[config.mk]
export PLATFORM = sky130hd
export DESIGN_NAME = pc_unit
export DESIGN_NICKNAME = d
export VERILOG_FILES = /design/src/rtl/cpu_pkg.sv /design/src/rtl/pc_target_calc.sv /design/src/rtl/pc_unit.sv
export SDC_FILE = /design/constraint.sdc
export NUM_CORES = 1
export LEC_CHECK = 0
export ABC_AREA = 1
export BUFFER_PORTS_ARGS = -buffer_cell sky130_fd_sc_hd__buf_2
export CAP_MARGIN = 20
export CORE_ASPECT_RATIO = 1.4
export CORE_MARGIN = 2
export CORE_UTILIZATION = 40
export DETAILED_ROUTE_END_ITERATION = 16
export PLACE_DENSITY = 0.64
export SLEW_MARGIN = 0
export SYNTH_ARGS = -nofsm -noshare
export SYNTH_HDL_FRONTEND = slang
export SYNTH_SLANG_ARGS = --single-unit
export TNS_END_PERCENT = 100
[constraint.sdc]
create_clock -name clk -period 2.1 [get_ports clk]
set_clock_uncertainty 0.2 [all_clocks]
set_input_delay 0.525 -clock clk [delete_from_list [all_inputs] [get_ports clk]]
set_output_delay 0.525 -clock clk [all_outputs]
set_load 0.01 [all_outputs]
[src/rtl/cpu_pkg.sv]
// Shared CPU definitions: datapath width, instruction size and the
// program-counter controller state encoding.
package cpu_pkg;

  localparam int unsigned XLEN       = 32;
  localparam int unsigned INSN_BYTES = 4;

  typedef enum logic [1:0] {
    RUN   = 2'd0,
    FLUSH = 2'd1,
    TRAP  = 2'd2
  } pc_state_e;

endpackage : cpu_pkg

[src/rtl/pc_target_calc.sv]
// Redirect target calculation for branches, JAL and JALR, plus the
// misaligned-target flag (bit 1 set means not 4-byte aligned).
module pc_target_calc
  import cpu_pkg::*;
(
  input  logic            is_jalr,
  input  logic [XLEN-1:0] branch_pc,
  input  logic [XLEN-1:0] jalr_base,
  input  logic [XLEN-1:0] imm,
  output logic [XLEN-1:0] target,
  output logic            misaligned_tgt
);

  logic [XLEN-1:0] w_jalr_sum;
  logic [XLEN-1:0] w_pc_rel_sum;

  // JALR clears bit 0 of its sum; PC-relative targets use the sum as-is.
  always_comb begin
    w_jalr_sum     = jalr_base + imm;
    w_pc_rel_sum   = branch_pc + imm;
    target         = is_jalr ? (w_jalr_sum & ~XLEN'(1)) : w_pc_rel_sum;
    misaligned_tgt = target[1];
  end

endmodule : pc_target_calc

[src/rtl/pc_unit.sv]
// Program counter and redirect controller: sequential fetch, taken-branch
// and jump redirects with a multi-cycle flush, misaligned-target trap and
// a saturating redirect counter.
module pc_unit
  import cpu_pkg::*;
#(
  parameter logic [XLEN-1:0] RESET_PC     = 32'h0000_0000,
  parameter logic [XLEN-1:0] TRAP_PC      = 32'h0000_0100,
  parameter int unsigned     FLUSH_CYCLES = 2
) (
  input  logic            clk,
  input  logic            rst,
  input  logic            stall,
  input  logic            is_branch,
  input  logic            branch_taken,
  input  logic            jump,
  input  logic            is_jalr,
  input  logic [XLEN-1:0] branch_pc,
  input  logic [XLEN-1:0] imm,
  input  logic [XLEN-1:0] jalr_base,
  input  logic            trap_clear,
  output logic [XLEN-1:0] pc,
  output logic [XLEN-1:0] pc_plus4,
  output logic            redirect,
  output logic            flush,
  output logic            misaligned,
  output logic [15:0]     redirect_count
);

  localparam logic [3:0] FLUSH_LOAD = 4'(FLUSH_CYCLES);

  pc_state_e       r_state;
  pc_state_e       w_state_nxt;
  logic [XLEN-1:0] r_pc;
  logic [XLEN-1:0] w_pc_nxt;
  logic [3:0]      r_flush_cnt;
  logic [3:0]      w_flush_cnt_nxt;
  logic            r_redirect;
  logic            w_redirect_nxt;
  logic [15:0]     r_redirect_count;
  logic            w_count_inc;
  logic            w_take;
  logic [XLEN-1:0] w_target;
  logic            w_misaligned_tgt;

  pc_target_calc u_target (
    .is_jalr        (is_jalr),
    .branch_pc      (branch_pc),
    .jalr_base      (jalr_base),
    .imm            (imm),
    .target         (w_target),
    .misaligned_tgt (w_misaligned_tgt)
  );

  // Redirect request from EX and the sequential next address.
  always_comb begin
    w_take   = (is_branch & branch_taken) | jump;
    pc_plus4 = r_pc + XLEN'(INSN_BYTES);
  end

  // Next-state, next-PC and flush-counter decisions for each state.
  always_comb begin
    // NOTE: every signal gets a default first so no path leaves it unassigned,
    // which would otherwise infer a latch.
    w_state_nxt     = r_state;
    w_pc_nxt        = r_pc;
    w_flush_cnt_nxt = r_flush_cnt;
    w_redirect_nxt  = 1'b0;
    w_count_inc     = 1'b0;
    unique case (r_state)
      RUN: begin
        if (w_take && w_misaligned_tgt) begin
          w_state_nxt = TRAP;
        end else if (w_take) begin
          w_pc_nxt        = w_target;
          w_state_nxt     = FLUSH;
          w_flush_cnt_nxt = FLUSH_LOAD;
          w_redirect_nxt  = 1'b1;
          w_count_inc     = 1'b1;
        end else if (!stall) begin
          w_pc_nxt = pc_plus4;
        end
      end
      FLUSH: begin
        // The EX instruction is being killed, so its branch/jump is ignored.
        if (!stall) begin
          w_pc_nxt        = pc_plus4;
          w_flush_cnt_nxt = r_flush_cnt - 4'd1;
          if (r_flush_cnt == 4'd1) w_state_nxt = RUN;
        end
      end
      TRAP: begin
        if (trap_clear) begin
          w_pc_nxt    = TRAP_PC;
          w_state_nxt = RUN;
        end
      end
      default: w_state_nxt = RUN;
    endcase
  end

  // State, PC, flush counter and redirect pulse registers.
  // NOTE: the reset is asynchronous, so it sits in the sensitivity list and
  // clears everything mid-FLUSH or mid-TRAP without waiting for a clock edge.
  always_ff @(posedge clk or posedge rst) begin
    if (rst) begin
      r_state     <= RUN;
      r_pc        <= RESET_PC;
      r_flush_cnt <= 4'd0;
      r_redirect  <= 1'b0;
    end else begin
      // NOTE: non-blocking assignments so every register samples pre-edge values.
      r_state     <= w_state_nxt;
      r_pc        <= w_pc_nxt;
      r_flush_cnt <= w_flush_cnt_nxt;
      r_redirect  <= w_redirect_nxt;
    end
  end

  // Saturating count of taken redirects.
  always_ff @(posedge clk or posedge rst) begin
    if (rst) begin
      r_redirect_count <= 16'd0;
    end else if (w_count_inc && (r_redirect_count != 16'hFFFF)) begin
      r_redirect_count <= r_redirect_count + 16'd1;
    end
  end

  // Status outputs decoded from the state register.
  always_comb begin
    pc             = r_pc;
    redirect       = r_redirect;
    flush          = (r_state == FLUSH) || (r_state == TRAP);
    misaligned     = (r_state == TRAP);
    redirect_count = r_redirect_count;
  end

endmodule : pc_unit

==> Flow_metrics.wiki <==
{| class="wikitable"
! Metric !! Value
|-
| Violated checks || negative setup slack
|-
| Part of the Yosys area used for sequential elements || 0.157
|-
| Number of port buffers || 186
|-
| Clock sink count || 55
|-
| Number of synthesized flops with an enable pin || 0
|-
| NumNets Final || 2175
|-
| Min cycle time layout || 2600 ps
|-
| Clock Path Buffers || 2
|-
| Io pins || 187
|-
| Cell type contributing the most total cell area after synthesis || sky130_fd_sc_hd__nand2_1
|-
| Fraction of power consumed by sequential logic || 0.141
|-
| Inserted Diodes || 0
|-
| IR drop worst, VDD || 0.558 mV
|-
| Starting utilization of the core area || 0.404
|-
| #FFs+latches synth || 55
|-
| Critical path arrival || 1870 ps
|-
| Tot GR Track Use || 0.299
|-
| Synth-to-layout area growth || 59.1%
|-
| Vias in the first global route || 11400
|-
| Peak fanout along the critical path || 4
|-
| HPWL after detailed placement || 27.6 mm
|-
| Post-synth top area share || 0.227
|-
| Total placed instance area || 11900 sq um
|-
| Number of antenna violations at the first check in global routing || 0
|-
| CTS tree || built
|-
| Setup repair after global routing missed its margin || true
|-
| Routed length per placed instance || 15.7 um
|-
| Total Die Area || 23200 sq um
|-
| Antenna violation net count after detailed routing || 0
|-
| Global-route wire length before repair || 55.0 mm
|-
| Clock-pin slew on the worst setup and hold paths || 80 ps
|-
| Via/cell ratio || 5.17
|-
| Power spent charging and discharging nets || 0.00667 W
|-
| Routability Congestion || 0.979
|-
| Fmax achieved || 385 MHz
|-
| Switching part of the total || 0.492
|-
| Die X-Extent || 129 um
|-
| Worst Path Class, Setup || reg2out
|-
| DRC violations left || 0
|-
| Layout cells sized above 1 || 0.394
|-
| Maximum number of pins on one net before global-route repair || 46
|-
| Setup crit end kind || primary output
|-
| Worst hold path stage count || 1
|-
| Count of endpoints failing setup in the final report || 79
|-
| Required time of the critical path || 1370 ps
|-
| Total wirelength of the detailed-routed design || 36.1 mm
|-
| CTS Buf Count || 5
|-
| Net count after synthesis || 1738
|-
| Warnings, synthesis || 0
|-
| Total iterations of the first detailed-routing run || 6
|-
| Final max-slew violation count || 0
|-
| Max-cap violations || 0
|-
| Area of the mapped netlist || 8770 sq um
|-
| Outcome || complete, but fails checks
|-
| Final Instance Area || 14000 sq um
|-
| Core Util, Final || 0.643
|-
| Flip-flop cell with the highest count after synthesis || sky130_fd_sc_hd__dfrtp_1
|-
| Cell row count || 64
|-
| Most frequent standard cell in the layout excluding fill and tap cells || sky130_fd_sc_hd__nand2_1
|-
| Int Power || 0.00688 W
|-
| Grt total ovfl || 0
|-
| H-tree depth reported by CTS || 2
|-
| Largest cells by area after synthesis || sky130_fd_sc_hd__nand2_1 (23%), sky130_fd_sc_hd__dfrtp_1 (16%), sky130_fd_sc_hd__inv_1 (11%)
|-
| Starting DRT DRC Count || 884
|-
| Worst r2r path cells || 15
|-
| Class of the worst hold path || reg2reg
|-
| Avg Inst Size Synth || 5.61 sq um
|-
| Worst Hold End || redirect_count[4]$_DFFE_PP0P_
|-
| Hold path startpoint || redirect_count[4]$_DFFE_PP0P_
|-
| Power density relative to cell area || 971 nW/um^2
|-
| Area of the placeable core || 21700 sq um
|-
| Part of the cycle the worst path needs || 1.24
|-
| Clock insertion delay at the later pin of the skew report || 310 ps
|-
| R2r setup slk || -380 ps
|-
| Root buffer selected by CTS || sky130_fd_sc_hd__clkbuf_16
|-
| Startpoint types || register
|-
| Part of the power in combinational logic || 0.793
|-
| Tightest Pin Transition || 502 ps
|-
| Routed vias || 11900
|-
| Startpoint of the lowest-slack register-to-register path || pc[6]$_DFFE_PP0P_
|-
| Pleak || 7.52 nW
|-
| Clock network fraction of design power || 0.066
|-
| Max-slew headroom || 0.662
|-
| Count of different cell masters after synthesis || 49
|-
| Share of async-settable or async-resettable flops after synthesis || 1.00
|-
| Endpoint of the worst-slack reg-to-reg timing path || pc[9]$_DFFE_PP0P_
|-
| Overall die height || 179 um
|-
| Final hold viol count || 0
|-
| Top library cells by usage in the layout, fill and taps aside || sky130_fd_sc_hd__nand2_1 (453), sky130_fd_sc_hd__inv_1 (245), sky130_fd_sc_hd__buf_4 (236), sky130_fd_sc_hd__buf_2 (178), sky130_fd_sc_hd__nor2_1 (94)
|-
| Final setup margin || -499 ps
|-
| Post-Syn Instances || 1564
|}
registers in the layout (all words and copies together), names as in the netlist:
name and flops:
pc 32, redirect 1, r_flush_cnt 4, r_state 2, redirect_count 16
synth_stat cells (14+ instances only):
library cell and instances:
sky130_fd_sc_hd__a21oi_1 111, sky130_fd_sc_hd__clkbuf_1 15, sky130_fd_sc_hd__dfrtp_1 55, sky130_fd_sc_hd__ha_1 68, sky130_fd_sc_hd__inv_1 258, sky130_fd_sc_hd__nand2_1 531, sky130_fd_sc_hd__nand3_1 115, sky130_fd_sc_hd__nand3b_1 14
sky130_fd_sc_hd__nand4_1 18, sky130_fd_sc_hd__nor2_1 130, sky130_fd_sc_hd__nor3_1 23, sky130_fd_sc_hd__o21ai_0 54, sky130_fd_sc_hd__o21ai_1 16, sky130_fd_sc_hd__xor2_1 30
cell families after synthesis:
| group | synth area share |
|---|---|
| fa+ha+maj | 0.102 |
| compound gates | 0.143 |
| simple gates | 0.432 |
| buf+inv | 0.129 |
| xor+xnor | 0.0379 |
| flops | 0.157 |
layer usage:
layer  global-route usage  vias up  part of all wire
met3               0.0158      107             0.039
met2                0.578      411              0.53
met5                    0        -                 0
li1                     -     5859                 -
met1                0.335     5499              0.39
met4                0.126        0             0.044
power by group through the flow:
stage	clock [W]	combinational (W)	sequential [W]
floorplan	0	0.00409	0.00212
global placement	0	0.00770	0.00188
detailed placement	0	0.00781	0.00189
CTS	0.000891	0.00966	0.00187
global route	0.000921	0.0115	0.00195
finish	0.000888	0.0107	0.00192
how the worst max path moves through the flow:
stage                             from                        endpoint  slack, ps  cells after the start
finish              pc[12]$_DFFE_PP0P_                    pc_plus4[27]       -500                      8
global placement         branch_pc[13]              pc[30]$_DFFE_PP0P_       -500                     17
detailed placement              imm[2]               pc[5]$_DFFE_PP0P_       -550                     11
global route         pc[9]$_DFFE_PP0P_                    pc_plus4[31]       -570                      9
floorplan                 branch_pc[0]  redirect_count[13]$_DFFE_PP0P_       -270                     13
CTS                  pc[5]$_DFFE_PP0P_                    pc_plus4[27]       -460                      9
per-stage QoR:
step / worst slack, ps / std cells / TNS (ps) / total power [W] / hold slack (ps)
floorplan: -267 / 1564 / -5130 / 0.00621 / 278
global placement: -497 / 2241 / -22250 / 0.00958 / 272
detailed placement: -547 / 2241 / -23940 / 0.00970 / 289
CTS: -461 / 2287 / -16600 / 0.0124 / 306
global route: -566 / 2299 / -25430 / 0.0144 / 325
finish: -499 / 2299 / -20070 / 0.0135 / 306
timing repair:
item	in CTS	in global routing
hold endpoints to repair	10	0
endpoints found under the setup margin	75	81
buffers inserted	36	20
hold buffers	1	0
cloned	5	1
gates resized for setup	215	159
pin swaps	72	71
critical path: stages (launching register included):
cell and delay [ps]:
sky130_fd_sc_hd__dfrtp_1 430, sky130_fd_sc_hd__nand4_1 210, sky130_fd_sc_hd__buf_4 210, sky130_fd_sc_hd__nor2_4 170, sky130_fd_sc_hd__and3_4 230, sky130_fd_sc_hd__nand2_2 50
sky130_fd_sc_hd__nand2_2 80, sky130_fd_sc_hd__nand2_2 60, sky130_fd_sc_hd__buf_6 120
cell type report:
type / instances / area, sq um
Clock buffer: 6 / 129
Clock inverter: 2 / 17.5
Fill cell: 1968 / 7740
Inverter: 267 / 1020
Multi-Input combinational cell: 1214 / 7750
Sequential cell: 55 / 1380
Tap cell: 297 / 372
Timing Repair Buffer: 458 / 3290
No activity file was read; power rests on OpenSTA's default activity.
